==> src/rtl/fee_settle.sv <==
// fee_settle: wash-fee settlement stage with BCD charge/deduct, 7-segment scan display and buzzer
module fee_settle #(
  parameter int SCAN_CYC = 100_000,
  parameter int BEEP_CYC = 25_000_000
) (
  input  logic        clk,
  input  logic        rst,
  input  logic        en,
  input  logic        confirm,
  input  logic [1:0]  mode,
  input  logic        overtime,
  input  logic [11:0] bal,
  input  logic [11:0] price0,
  input  logic [11:0] price1,
  input  logic [11:0] price2,
  input  logic [11:0] price3,
  input  logic [11:0] fine,
  output logic [7:0]  seg,
  output logic [3:0]  an,
  output logic        buzzer,
  output logic [11:0] new_bal,
  output logic        short,
  output logic        done
);
  localparam int SW = $clog2(SCAN_CYC + 1);
  localparam int BW = $clog2(BEEP_CYC + 1);
  typedef enum logic [2:0] {IDLE, CALC, SHOW, DEDUCT, SHORTFALL, DONE} state_t;
  state_t state, nxt;
  logic [11:0] charge, deficit, price, val;
  logic [SW-1:0] scan_cnt;
  logic [BW-1:0] beep_cnt;
  logic [1:0] dig;
  logic [2:0] ph;
  logic [3:0] nib;
  logic [6:0] letter;
  logic scan_wrap, beep_wrap, abort;

  function automatic logic [11:0] bcd_add(input logic [11:0] a, input logic [11:0] b);
    logic [11:0] s;
    logic [4:0] d;
    logic c;
    c = 1'b0;
    s = '0;
    for (int i = 0; i < 3; i++) begin
      d = {1'b0, a[i*4 +: 4]} + {1'b0, b[i*4 +: 4]} + {4'd0, c};
      c = d > 5'd9;
      s[i*4 +: 4] = c ? 4'(d - 5'd10) : d[3:0];
    end
    return c ? 12'h999 : s;
  endfunction

  function automatic logic [11:0] bcd_sub(input logic [11:0] a, input logic [11:0] b);
    logic [11:0] s;
    logic [4:0] d;
    logic br;
    br = 1'b0;
    s = '0;
    for (int i = 0; i < 3; i++) begin
      d = {1'b0, a[i*4 +: 4]} - {1'b0, b[i*4 +: 4]} - {4'd0, br};
      br = d[4];
      s[i*4 +: 4] = br ? 4'(d + 5'd10) : d[3:0];
    end
    return s;
  endfunction

  function automatic logic [6:0] seg7(input logic [3:0] v);
    case (v)
      4'd0: return 7'h3F;
      4'd1: return 7'h06;
      4'd2: return 7'h5B;
      4'd3: return 7'h4F;
      4'd4: return 7'h66;
      4'd5: return 7'h6D;
      4'd6: return 7'h7D;
      4'd7: return 7'h07;
      4'd8: return 7'h7F;
      4'd9: return 7'h6F;
      default: return 7'h00;
    endcase
  endfunction

  assign price = mode == 2'd0 ? price0 : mode == 2'd1 ? price1 : mode == 2'd2 ? price2 : price3;
  assign abort = state != IDLE && !en;
  assign scan_wrap = scan_cnt == SW'(SCAN_CYC - 1);
  assign beep_wrap = beep_cnt == BW'(BEEP_CYC - 1);

  // next-state: dropping en from any active state wins over everything else
  always_comb begin
    nxt = state;
    if (abort) nxt = IDLE;
    else case (state)
      IDLE:      nxt = en ? CALC : IDLE;
      CALC:      nxt = SHOW;
      SHOW:      nxt = confirm ? (bal < charge ? SHORTFALL : DEDUCT) : SHOW;
      DEDUCT:    nxt = DONE;
      SHORTFALL: nxt = confirm ? DONE : SHORTFALL;
      default:   nxt = state;
    endcase
  end

  // state register
  always_ff @(posedge clk or negedge rst) begin
    if (!rst) state <= IDLE;
    else state <= nxt;
  end

  // settlement datapath: charge latch, deduction, shortfall deficit and status flags
  always_ff @(posedge clk or negedge rst) begin
    if (!rst) begin
      charge <= '0;
      deficit <= '0;
      new_bal <= '0;
      short <= 1'b0;
      done <= 1'b0;
    end else if (abort) begin
      short <= 1'b0;
      done <= 1'b0;
    end else begin
      if (state == CALC) charge <= bcd_add(price, overtime ? fine : 12'h000);
      if (state == SHOW && nxt == SHORTFALL) begin
        new_bal <= '0;
        short <= 1'b1;
        deficit <= bcd_sub(charge, bal);
      end
      if (state == DEDUCT) new_bal <= bcd_sub(bal, charge);
      if (state != DONE && nxt == DONE) done <= 1'b1;
    end
  end

  // digit scan: held at the first digit while idle, then advances every SCAN_CYC cycles
  always_ff @(posedge clk or negedge rst) begin
    if (!rst) begin
      scan_cnt <= '0;
      dig <= '0;
    end else if (state == IDLE) begin
      scan_cnt <= '0;
      dig <= '0;
    end else if (scan_wrap) begin
      scan_cnt <= '0;
      dig <= dig + 2'd1;
    end else scan_cnt <= scan_cnt + 1'b1;
  end

  // buzzer: free toggling in SHORTFALL, two on/off pairs then silence in DONE
  always_ff @(posedge clk or negedge rst) begin
    if (!rst) begin
      buzzer <= 1'b0;
      beep_cnt <= '0;
      ph <= '0;
    end else if (abort) begin
      buzzer <= 1'b0;
      beep_cnt <= '0;
      ph <= '0;
    end else if (nxt != state && (nxt == SHORTFALL || nxt == DONE)) begin
      buzzer <= 1'b1;
      beep_cnt <= '0;
      ph <= '0;
    end else if (state == SHORTFALL) begin
      beep_cnt <= beep_wrap ? '0 : beep_cnt + 1'b1;
      if (beep_wrap) buzzer <= ~buzzer;
    end else if (state == DONE && ph != 3'd4) begin
      beep_cnt <= beep_wrap ? '0 : beep_cnt + 1'b1;
      if (beep_wrap) begin
        ph <= ph + 3'd1;
        buzzer <= ph == 3'd1;
      end
    end
  end

  // display: letter on the leftmost digit, BCD value on the other three
  always_comb begin
    val = state == SHOW ? charge : state == DONE ? new_bal : deficit;
    nib = dig == 2'd2 ? val[11:8] : dig == 2'd1 ? val[7:4] : val[3:0];
    letter = state == SHOW ? 7'h39 : state == DONE ? 7'h7C : 7'h79;
    seg = (state == SHOW || state == DONE || state == SHORTFALL) ? {1'b0, dig == 2'd3 ? letter : seg7(nib)} : 8'h00;
    an = state == IDLE ? 4'b0000 : 4'b0001 << dig;
  end
endmodule

==> config.mk <==
export PLATFORM = sky130hd
export DESIGN_NAME = fee_settle
export DESIGN_NICKNAME = d
export VERILOG_FILES = /design/src/rtl/fee_settle.sv
export SDC_FILE = /design/constraint.sdc
export NUM_CORES = 1
export LEC_CHECK = 0
export BUFFER_PORTS_ARGS = -buffer_cell sky130_fd_sc_hd__buf_4
export CORE_AREA = 2 2 165 167
export CTS_BUF_LIST = sky130_fd_sc_hd__clkbuf_8
export DETAILED_ROUTE_END_ITERATION = 7
export DIE_AREA = 0 0 167 169
export PLACE_DENSITY = 0.5
export SETUP_SLACK_MARGIN = 0.05
export SLEW_MARGIN = 20
export SYNTH_ARGS = -nofsm -noshare
export SYNTH_HDL_FRONTEND = slang
export SYNTH_SLANG_ARGS = --single-unit
export TNS_END_PERCENT = 5
==> constraint.sdc <==
create_clock -name clk -period 12.8 [get_ports clk]
set_input_delay 1.28 -clock clk [delete_from_list [all_inputs] [get_ports clk]]
set_output_delay 1.28 -clock clk [all_outputs]
set_load 0.02 [all_outputs]
* Word level (Yosys, flattened, before mapping)
Memories as Yosys holds them, arrays and structs flattened.
Index checks and enable logic that the tools add are counted.
** Word-level totals
- Register bits :: 89
- Bits in read-only memories :: 112
- Input port bits :: 79
- Memories kept :: 1
** Memory list
- (no name shown) :: words 16, bits a word 7, rd ports 1, clocked after Yosys merged registers in 0, wr ports 0, RTL line 67 : case (v)
** Cells by class
- Add/subtract/negate cells :: 27
- Order comparisons :: 4
- Equality and inequality tests :: 21
- Shift operators :: 1
- Mux-type cells :: 54
- Bitwise logic cells :: 2
- Reductions and logical operators :: 24
** Operator list (count)
- 25-bit 2-to-1 mux :: 5
- 12-bit 2-to-1 mux :: 9
- 4-bit 2-to-1 mux :: 11
- 17-bit 2-to-1 mux :: 2
- 4-bit by 4-bit subtractor with 5-bit output :: 6
- 3-bit 2-to-1 mux :: 9
- 25-bit by 1-bit adder with 25-bit output (second input constant) :: 1
- 25-bit equality test (second input constant) :: 1
- 4-bit adder (second input constant) :: 6
- 7-bit 2-to-1 mux :: 3
- 5-bit by 1-bit subtractor with 5-bit output :: 4
- 17-bit by 1-bit adder with 17-bit output (second input constant) :: 1
- 17-bit equality test (second input constant) :: 1
- 4-bit by 4-bit adder with 5-bit output :: 3
- 5-bit by 4-bit > comparator with 1-bit output (second input constant) :: 3
- 3-bit case mux with 5 select lines :: 1
- 3-bit equality test (second input constant) :: 4
- 12-bit < comparator :: 1
- 1-bit 2-to-1 mux :: 12
- 5-bit by 1-bit adder with 5-bit output :: 2
- 3-bit inequality test (second input constant) :: 3
- 3-bit nonzero test :: 3
- 4-bit inequality test (second input constant) :: 2
- 2-bit nonzero test :: 4
- 19 further kinds :: 36

* Longest topological paths before layout
Gate-level depths: netlist (run 1).
- Depth after elaboration :: 11
- Gate-level depth with buffers :: 25
- Gate-level depth less buffers :: 23

* Worst setup path before layout (run 1)
OpenSTA, ideal clock, no wires.
- Kind :: input -> register
- Start point :: in mode[0]
- End point :: reg charge[7]
- Setup time :: 0.142 ns
- Arrival :: 6.315 ns
- Setup slack :: 6.342 ns
- Stages :: 22
- Path buffers :: 2
- Cell sequence :: buf_1 > mux4_2 > ha_1 > inv_1 > fa_1 > xor2_1 > nand2_1 > a21oi_1 > fa_1 > inv_1 > fa_1 > xnor2_1 > and2_1 > o31ai_1 > inv_1 > fa_1 > inv_1 > fa_1 > nor2_1 > o21a_1 > buf_2 > a32oi_1
** Between the ends
- Cells in the longest elaborated chain, start to end :: 11
** Ends and longest elaborated chain
- start: declaration :: RTL line 10 : input logic [1:0] mode,
- 2-bit equality test :: RTL line 82 : assign price = mode == 2'd0 ? price0 : mode == 2'd1 ? price1 : mode == 2'd2 ? price2 : price3;
- 12-bit 2-to-1 mux (2 in series) :: RTL line 82
- 12-bit 2-to-1 mux * :: RTL line 82
- 4-bit by 4-bit adder with 5-bit output :: RTL line 45 : d = {1'b0, a[i*4 +: 4]} + {1'b0, b[i*4 +: 4]} + {4'd0, c};
- 5-bit by 4-bit > comparator with 1-bit output :: RTL line 46 : c = d > 5'd9;
- 5-bit by 1-bit adder with 5-bit output :: RTL line 45
- 5-bit by 4-bit > comparator with 1-bit output :: RTL line 46
- 5-bit by 1-bit adder with 5-bit output :: RTL line 45
- 5-bit by 4-bit > comparator with 1-bit output :: RTL line 46
- 12-bit 2-to-1 mux * :: RTL line 49 : return c ? 12'h999 : s;
- end signal: assignment :: RTL line 119 : if (state == CALC) charge <= bcd_add(price, overtime ? fine : 12'h000);
- end: declaration :: RTL line 29 : logic [11:0] charge, deficit, price, val;
Mark *: on every way between the ends. The rest lies on a longest branch, timed or not.
A chain may end at the register's enable or synchronous reset.

* Final worst setup path (run 1)
Same ends and word-level chain as after synthesis.

==> qor.txt, run 1 <==
status - finished clean
setup_tns - 0 ns
CTS Hold Bufs - 0
iteration count of the initial detailed-routing pass - 4
post-cts gate resize count - 0
Clock transition at path regs - 0.10 ns
Core Util, Final - 34.3%
Final HPWL DP - 15300 µm
Max Cap Viol - 0
Max Used Layer - met4
dpl cell area - 0.00888 mm²
Synth Flop Type - dfrtp_1
largest cells by area after synthesis - dfrtp_1, ha_1, fa_1
first-pass GRT wire length - 33100 µm
most common cell after layout, fill and taps aside - buf_4
Routed WL - 19800 µm
htree depth - 3
# diodes - 0
most frequent cells in the layout - buf_4, dfrtp_1, inv_1, ha_1, nor2_1
Final Setup Violations - 0
slew margin rel. - 34.7%
Core Rows - 60
deepest clock path buffer count - 2
Starting Density - 29.5%
Iter 0 DRT Violations - 308
crit path kind - primary input to flip-flop
Req. time, crit path - 13.02 ns
fraction of registers with async set/reset - 100%
DR vias - 6373
vias in the first global route - 6276
Register-to-Register Path Depth - 19
Synth Net Count - 1031
antenna violations before repair - 0
GRT Overall Usage - 14.3%
largest net degree at the start of global routing - 70
Final Critical Period - 6.17 ns
total CTS buffers - 9
drt via density - 4.94
hold_sp - scan_cnt[0]$_DFF_PN0_
Worst Path Max Fanout - 12
Placer Congestion - 0.805
final period utilization - 48.2%
area leader, netlist - dfrtp_1
fill count - 2730
HP Class - flip-flop to flip-flop
Netlist Area Pre-Place - 0.00781 mm²
syn_area_per_cell - 9.01 µm²
Final nets - 1109
Worst-Margin Slew - 0.977 ns
Endpoint, Worst Hold - scan_cnt[0]$_DFF_PN0_
Final Slew Violations - 0
critical path capture point type - flip-flop
final instance area - 0.00909 mm²
Clock Latency Late Sink - 0.39 ns
Die Wd - 167 µm
Met1 Wirelength - 10100 µm
met3 routed WL - 1040 µm
area added between synthesis and finish - 16.4%
WP data arrival - 6.39 ns
TritonCTS clock tree - done
layout cells sized above 1 - 16.8%
Reg-to-Reg Start - charge[1]$_DFFE_PN0P_
Top Ports - 106
P_leak - 4.13 nW
DRC violations left - 0
PortBufs - 104
Die H - 169 µm
RSZ-0062 raised after global routing - no
Seq cells post-synth - 89
clock root buffer master - clkbuf_8
final hold vios - 0
Startpoint Class - primary input
metal2 WL - 8500 µm
peak supply drop - 80.1 µV
Peak Freq - 0.162 GHz
grt ovf - 0
Synth Warn # - 0
distinct cell type count after synthesis - 68
DIE AREA - 0.0282 mm²
Sink Count - 89
top-area cell type share of the netlist area - 28.5%
EDFF count, synth - 0
Power Dens Cells - 184 mW/mm²
Final Skew - 0.0261 ns
Reg2Reg Capture Point - new_bal[10]$_DFFE_PN0P_
Antenna Nets Post-Route - 0
register area share after synthesis - 28.5%
cell count after synthesis - 867
R2R setup slack - 7.83 ns
Hold Path Stages - 1
core box area - 0.0265 mm²
wire per inst - 15.3 µm
postcts setup bufs - 0
[synth_stat cells (6+ instances only)]
master / count
nor2_1: 60
nor3b_1: 8
mux4_2: 13
buf_2: 19
a22o_1: 8
and4_1: 6
a21o_1: 8
nand2_1: 54
inv_1: 68
a21oi_1: 41
ha_1: 68
mux2_2: 8
nor3_1: 15
clkbuf_1: 22
a31oi_1: 7
fa_1: 17
nand4_1: 15
nor4_1: 6
nand2b_1: 12
dfrtp_1: 89
nand3b_1: 25
o21ai_0: 43
o31ai_1: 6
and2_1: 14
xor2_1: 32
nand3_1: 47
mux2i_1: 33
xnor2_1: 22
a22oi_1: 6
and3_1: 8
nor2b_1: 12
[critical path: stages]
cell,delay (ns)
buf_4,0.22
mux4_2,0.54
ha_1,0.22
inv_1,0.07
fa_1,0.20
xor2_1,0.25
nand2_1,0.13
a21oi_1,0.32
fa_1,0.27
inv_1,0.05
fa_1,0.39
xnor2_1,0.17
and2_1,0.19
o31ai_1,0.46
inv_1,0.11
fa_1,0.37
inv_1,0.09
fa_1,0.42
nor2_1,0.11
o21a_1,0.35
a32oi_1,0.16
[layer usage]
| layer | vias to the layer above | global-route usage, % |
|---|---|---|
| met4 | 0 | 3.15 |
| met1 | 3010 | 20.6 |
| met5 | - | 0 |
| met3 | 8 | 3.51 |
| li1 | 3234 | - |
| met2 | 121 | 21.7 |
[registers in the layout, indices dropped and copies added, names as in the netlist]
signal	flops
charge	12
deficit	12
short	1
dig	2
new_bal	12
ph	3
buzzer	1
state	3
beep_cnt	25
done	1
scan_cnt	17
[cell families (layout without fill, tap and decap cells)]
kind of cell | after synthesis | after routing | synth area share (%)
adder cells (fa/ha/maj) | 85 | 85 | 15.3
buffers and inverters | 113 | 196 | 5.83
flip-flops | 89 | 89 | 28.5
multiplexers | 54 | 54 | 9.13
AND/OR/NAND/NOR | 297 | 297 | 20.2
other | 1 | 1 | 0.0480
XOR/XNOR | 55 | 55 | 6.35
AO/OA/AOI/OAI | 173 | 173 | 14.7
[report_power, final]
part	internal [mW]	total, mW	switching (mW)
Sequential	0.338	0.409	0.0715
Combinational	0.449	1.05	0.600
Clock	0.0940	0.213	0.119
Total	0.881	1.67	0.790
[worst max-delay path by stage]
stage / from / endpoint / depth (start not counted)
6_report: mode[0] / charge[7]$_DFFE_PN0P_ / 21
5_1_grt: mode[0] / charge[7]$_DFFE_PN0P_ / 21
4_1_cts: mode[0] / charge[7]$_DFFE_PN0P_ / 21
3_5_place_dp: mode[0] / charge[7]$_DFFE_PN0P_ / 21
3_3_place_gp: mode[0] / charge[7]$_DFFE_PN0P_ / 21
2_1_floorplan: mode[0] / charge[7]$_DFFE_PN0P_ / 22
[metrics by stage]
step / std cells / setup WS, ns / power [mW] / hold slack, ns
finish: 1291 / 6.63 / 1.67 / 0.454
global route: 1291 / 6.15 / 1.84 / 0.492
global placement: 1275 / 6.30 / 1.45 / 0.443
CTS: 1291 / 6.62 / 1.69 / 0.458
floorplan: 867 / 6.34 / 1.18 / 0.424
detailed placement: 1275 / 6.20 / 1.47 / 0.444
[area by class of cell]
cell class	instances	area, µm²	area share [%]
multi-input combinational	665	5130	56.4
inverter	68	255	2.81
timing repair buffer	112	841	9.25
sequential	89	2230	24.5
tap	341	427	4.69
clock buffer	9	124	1.36
clock inverter	7	85.1	0.936
No activity file was read; power rests on OpenSTA's default activity.
==> run 2, diff against run 1 <==
--- a/config.mk
+++ b/config.mk
@@ -10,7 +10,7 @@
 export CTS_BUF_LIST = sky130_fd_sc_hd__clkbuf_8
 export DETAILED_ROUTE_END_ITERATION = 7
 export DIE_AREA = 0 0 167 169
-export PLACE_DENSITY = 0.5
+export PLACE_DENSITY = 0.51
 export SETUP_SLACK_MARGIN = 0.05
 export SLEW_MARGIN = 20
 export SYNTH_ARGS = -nofsm -noshare
==> constraint.sdc (replaced) <==
create_clock -name clk -period 5.3 [get_ports clk]
set_input_delay 0.53 -clock clk [delete_from_list [all_inputs] [get_ports clk]]
set_output_delay 0.53 -clock clk [all_outputs]
set_load 0.02 [all_outputs]
==> run 2 against run 1 <==
Die area unchanged. Global-route usage up 0.093 points. Routed wire length up 0.21%. Clock power up 140%. Worst setup slack worse by 6.1 ns.
==> qor.txt, run 2 (same netlist as run 1, synthesis figures left out) <==
Core Rows - 60
Final WS setup - 0.492 ns
Starting Density - 29.5%
layout cells sized above 1 - 18.0%
Antenna Nets Post-Route - 0
crit path kind - flip-flop to flip-flop
worst hold slack - 0.151 ns
first-pass GRT wire length - 33400 µm
P_leak - 4.18 nW
Regs by FF count - beep_cnt (25), scan_cnt (17)
Iter 0 DRT Violations - 381
post-cts gate resize count - 0
antenna violations before repair - 0
Final Slew Violations - 0
Power Dens Cells - 445 mW/mm²
Die Wd - 167 µm
final period utilization - 90.7%
Final Setup Violations - 0
largest register by flop count - beep_cnt
largest net degree at the start of global routing - 46
Top Ports - 106
DRC violations left - 0
slew margin rel. - 36.9%
Worst Path Max Fanout - 5
Sink Count - 89
Final HPWL DP - 15500 µm
peak supply drop - 178 µV
TritonCTS clock tree - done
final hold vios - 0
area of all sequential standard cells - 0.00223 mm²
Final Critical Period - 4.81 ns
vias in the first global route - 6480
htree depth - 3
PortBufs - 104
Critical Path Most Common Cell - fa_1
Register-to-Register Path Depth - 20
Reg-to-Reg Start - charge[0]$_DFFE_PN0P_
Final nets - 1118
Clock transition at path regs - 0.10 ns
pre-CTS WS - -0.0551 ns
fill count - 2786
# diodes - 0
most frequent cells in the layout - buf_4, dfrtp_1, inv_1, ha_1, nor2_1
placed insts - 1284
RSZ-0062 raised after global routing - no
postcts setup bufs - 0
R2R setup slack - 0.49 ns
deepest clock path buffer count - 2
GRT Overall Usage - 14.4%
DR vias - 6424
total CTS buffers - 9
Reg2Reg Capture Point - new_bal[10]$_DFFE_PN0P_
crit path max-delay cell type - fa_1
Routed WL - 19800 µm
Peak Freq - 0.208 GHz
drt via density - 4.94
status - finished clean
Max Cap Viol - 0
WP data arrival - 5.09 ns
Clock Latency Late Sink - 0.39 ns
critical path capture point type - flip-flop
Final Skew - 0.0186 ns
Placer Congestion - 0.802
Startpoint Class - flip-flop
area added between synthesis and finish - 17.5%
iteration count of the initial detailed-routing pass - 5
DIE AREA - 0.0282 mm²
Tot Pwr - 4.08 mW
Req. time, crit path - 5.58 ns
HP Class - primary input to async pin
non-filler cells, final - 1300
CTS Hold Bufs - 0
Worst-Margin Slew - 0.945 ns
max reg flops - 25
wire per inst - 15.2 µm
crit-path cells - ha_1, inv_1, fa_1, a21oi_1, o21bai_1, fa_1, fa_1, nand2b_1, a21oi_1, xnor2_1, inv_1, fa_1, inv_1, fa_1, nand2b_1, a21oi_1, xnor2_1, mux2i_1, nor2_1, mux2_2
area of the multi-input gates - 0.00515 mm²
most common cell after layout, fill and taps aside - buf_4
clock root buffer master - clkbuf_8
Max stage delay on crit path - 0.45 ns
Die H - 169 µm
core box area - 0.0265 mm²
grt ovf - 0
==> run 2: routing by layer <==
metal	vias to the layer above	GRT usage (%)	share of wire, %	routed length (µm)
met5	-	0	0	0
met4	0	3.56	1.1	225
met3	14	2.78	4.9	981
met2	135	22.1	43	8480
met1	3016	20.9	51	10100
li1	3259	-	-	-
==> run 2: how the worst max path moves through the flow <==
stage                                    to             startpoint  cells past startpoint  slack (ns)
floorplan             charge[7]$_DFFE_PN0P_                mode[0]                     22        0.05
detailed placement    charge[7]$_DFFE_PN0P_                mode[0]                     22       -0.06
global route          charge[7]$_DFFE_PN0P_                mode[0]                     23        0.08
finish              new_bal[10]$_DFFE_PN0P_  charge[0]$_DFFE_PN0P_                     20        0.49
CTS                   charge[7]$_DFFE_PN0P_                mode[0]                     22        0.33
global placement      charge[7]$_DFFE_PN0P_                mode[0]                     21        0.09
==> run 2: report_power, final <==
part / switching (mW) / leakage [nW] / internal [mW]
sequential: 0.180 / 1.19 / 0.816
clock: 0.287 / 0.0988 / 0.226
combinational: 1.45 / 2.89 / 1.12
total: 1.92 / 4.18 / 2.16
==> run 2: area by class of cell <==
class,instances,share of cell area [%]
Sequential cell,89,24.3
Inverter,68,2.78
Timing Repair Buffer,121,9.91
Clock inverter,7,0.901
Tap cell,341,4.65
Multi-Input combinational cell,665,56.1
Clock buffer,9,1.35
==> run 2: metrics by stage <==
| step | TNS (ns) | util [%] | area (µm²) |
|---|---|---|---|
| 3_3_place_gp | 0 | 33.8 | 8960 |
| 2_1_floorplan | 0 | - | 7820 |
| 3_5_place_dp | -0.113 | 33.8 | 8960 |
| 6_report | 0 | 34.6 | 9170 |
| 5_1_grt | 0 | 34.6 | 9170 |
| 4_1_cts | 0 | 34.6 | 9160 |
==> run 2: worst max-delay path, delay by kind of cell, from the launching register on <==
family	cells	cell delay (ns)
buf+inv	3	0.27
flops	1	0.35
compound gates	4	0.63
mux	2	0.57
fa+ha+maj	6	2.02
xor+xnor	2	0.53
simple gates	3	0.35
==> run 3, diff against run 2 <==
==> constraint.sdc (replaced) <==
create_clock -name clk -period 4.1 [get_ports clk]
set_input_delay 0.41 -clock clk [delete_from_list [all_inputs] [get_ports clk]]
set_output_delay 0.41 -clock clk [all_outputs]
set_load 0.02 [all_outputs]
==> run 3 against run 2 <==
The run now ends with negative setup slack left. Combinational power up 47%. Worst hold slack worse by 0.020 ns. Critical path type is now primary input to flip-flop. Clock power up 18%. Worst setup slack worse by 0.62 ns. Sequential power up 28%. Via count up 4.1%. First-iteration DRC count down 13%. Sequential share of layout area down 1.6 points. Power up 39%. Sequential cell count unchanged. Routed wire length up 1.8%. Critical path depth up 2.
==> qor.txt, run 3 (same netlist as run 1, synthesis figures left out) <==
TritonCTS clock tree - done
placed insts - 1332
grt ovf - 0
final hold vios - 0
HP Class - primary input to async pin
fill count - 2757
DRC violations left - 0
htree depth - 3
antenna violations before repair - 0
total CTS buffers - 9
Final Slew Violations - 0
crit path max-delay cell type - mux4_2
max reg flops - 25
GRT Overall Usage - 14.7%
Comb power frac - 66.9%
crit path kind - primary input to flip-flop
clock group share of total power - 10.6%
Worst Path Max Fanout - 5
Top Ports - 106
largest net degree at the start of global routing - 65
Final Setup Violations - 13
Routed WL - 20200 µm
Iter 0 DRT Violations - 332
drt via density - 4.92
R2R setup slack - -0.13 ns
non-filler cells, final - 1358
Regs by FF count - beep_cnt (25), scan_cnt (17)
final period utilization - 103%
wire per inst - 14.9 µm
sequential power share - 22.5%
Final Skew - 0.0140 ns
setup_tns - -1.33 ns
status - complete, but fails checks
failing checks - negative setup slack
Reg2Reg Capture Point - new_bal[10]$_DFFE_PN0P_
Sw Share - 45.7%
Worst Setup SP - mode[0]
clock root buffer master - clkbuf_8
Starting Density - 29.5%
most frequent cells in the layout - buf_4, dfrtp_1, ha_1
# diodes - 0
core box area - 0.0265 mm²
Final HPWL DP - 15800 µm
dpl cell area - 0.00938 mm²
DR vias - 6686
layout cells sized above 1 - 26.9%
Reg-to-Reg Start - charge[0]$_DFFE_PN0P_
Max stage delay on crit path - 0.54 ns
Power Dens Cells - 578 mW/mm²
Critical Path Most Common Cell - fa_2
Tot Pwr - 5.67 mW
Placer Congestion - 0.798
final instance area - 0.00982 mm²
Startpoint Class - primary input
first-pass GRT wire length - 34200 µm
most common cell after layout, fill and taps aside - buf_4
DIE AREA - 0.0282 mm²
Worst-Margin Slew - 1.03 ns
largest register by flop count - beep_cnt
Final nets - 1176
Clock Latency Late Sink - 0.38 ns
Psw - 2.59 mW
Antenna Nets Post-Route - 0
Final WS setup - -0.133 ns
CTS Hold Bufs - 0
pre-CTS WS - -0.754 ns
WP data arrival - 4.50 ns
Setup crit end - charge[10]$_DFFE_PN0P_
Core Rows - 60
PortBufs - 104
deepest clock path buffer count - 2
Max Cap Viol - 0
area added between synthesis and finish - 25.7%
Sink Count - 89
Req. time, crit path - 4.37 ns
RSZ-0062 raised after global routing - yes
critical path capture point type - flip-flop
Peak Freq - 0.236 GHz
vias in the first global route - 6713
Core Util, Final - 37.0%
crit-path cells - buf_12, mux4_2, ha_4, a21o_1, a21oi_2, xnor2_2, a21oi_4, fa_2, inv_2, fa_2, inv_2, and2_4, o31ai_4, inv_1, fa_2, inv_2, fa_2, xor2_2, nor2_1, o21a_1, buf_4, a22o_1
Die Wd - 167 µm
Clock transition at path regs - 0.10 ns
worst hold slack - 0.131 ns
P_leak - 4.49 nW
Die H - 169 µm
peak supply drop - 265 µV
Register-to-Register Path Depth - 18
Final Critical Period - 4.23 ns
slew margin rel. - 30.7%
internal power - 3.08 mW
iteration count of the initial detailed-routing pass - 4
[run 3: cell types whose count changed in the layout (fill, tap and decap cells not counted), moves of 4 or more]
cell,previous run,this run
xnor2_1,22,18
buf_4,121,176
xor2_1,32,28
xnor2_2,0,4
fa_2,0,13
a21oi_2,2,7
a21oi_1,39,32
inv_1,68,63
xor2_2,0,4
fa_1,17,4
inv_2,0,5
[run 3: how the worst min path moves through the flow]
stage	startpoint	endpoint
3_5_place_dp	scan_cnt[0]$_DFF_PN0_	scan_cnt[0]$_DFF_PN0_
4_1_cts	rst	scan_cnt[6]$_DFF_PN0_
2_1_floorplan	rst	beep_cnt[0]$_DFFE_PN0P_
6_report	rst	deficit[10]$_DFFE_PN0P_
3_3_place_gp	scan_cnt[0]$_DFF_PN0_	scan_cnt[0]$_DFF_PN0_
5_1_grt	rst	deficit[10]$_DFFE_PN0P_
[run 3: repair_timing]
action,CTS,global route
setup buffers,8,2
setup endpoints to repair,18,21
gates cloned,0,0
gates resized for setup,25,19
pin swaps,16,8
[run 3: metal layers]
layer / track usage (%) / up-vias / wire length, µm
li1: - / 3370 / -
met4: 3.45 / 0 / 252
met1: 20.9 / 3152 / 9970
met3: 3.20 / 15 / 1100
met5: 0 / - / 0
met2: 22.9 / 149 / 8850
[run 3: area by class of cell]
class                   count  area (µm²)  area share, %
repair buffers            179        1360           13.9
multi-input cells         665        5360           54.6
clock inverters             7        60.1          0.612
well taps                 341         427           4.35
flip-flops and latches     89        2230           22.7
inverters                  68         255           2.60
clock buffers               9         124           1.26
[run 3: power groups by stage]
stage	clock network (mW)	registers, mW	logic, mW
finish	0.603	1.27	3.79
global route	0.662	1.31	4.29
CTS	0.629	1.28	3.72
detailed placement	0	1.29	3.58
global placement	0	1.29	3.55
floorplan	0	1.26	2.46
[run 3: worst max-delay path, delay by kind of cell]
kind	cells	cell delay, ns
adders and majority gates	5	1.55
muxes	1	0.54
buffers and inverters	6	0.47
xor gates and xnor gates	2	0.27
AOI/OAI and AO/OA	6	1.08
and+or+nand+nor	2	0.18
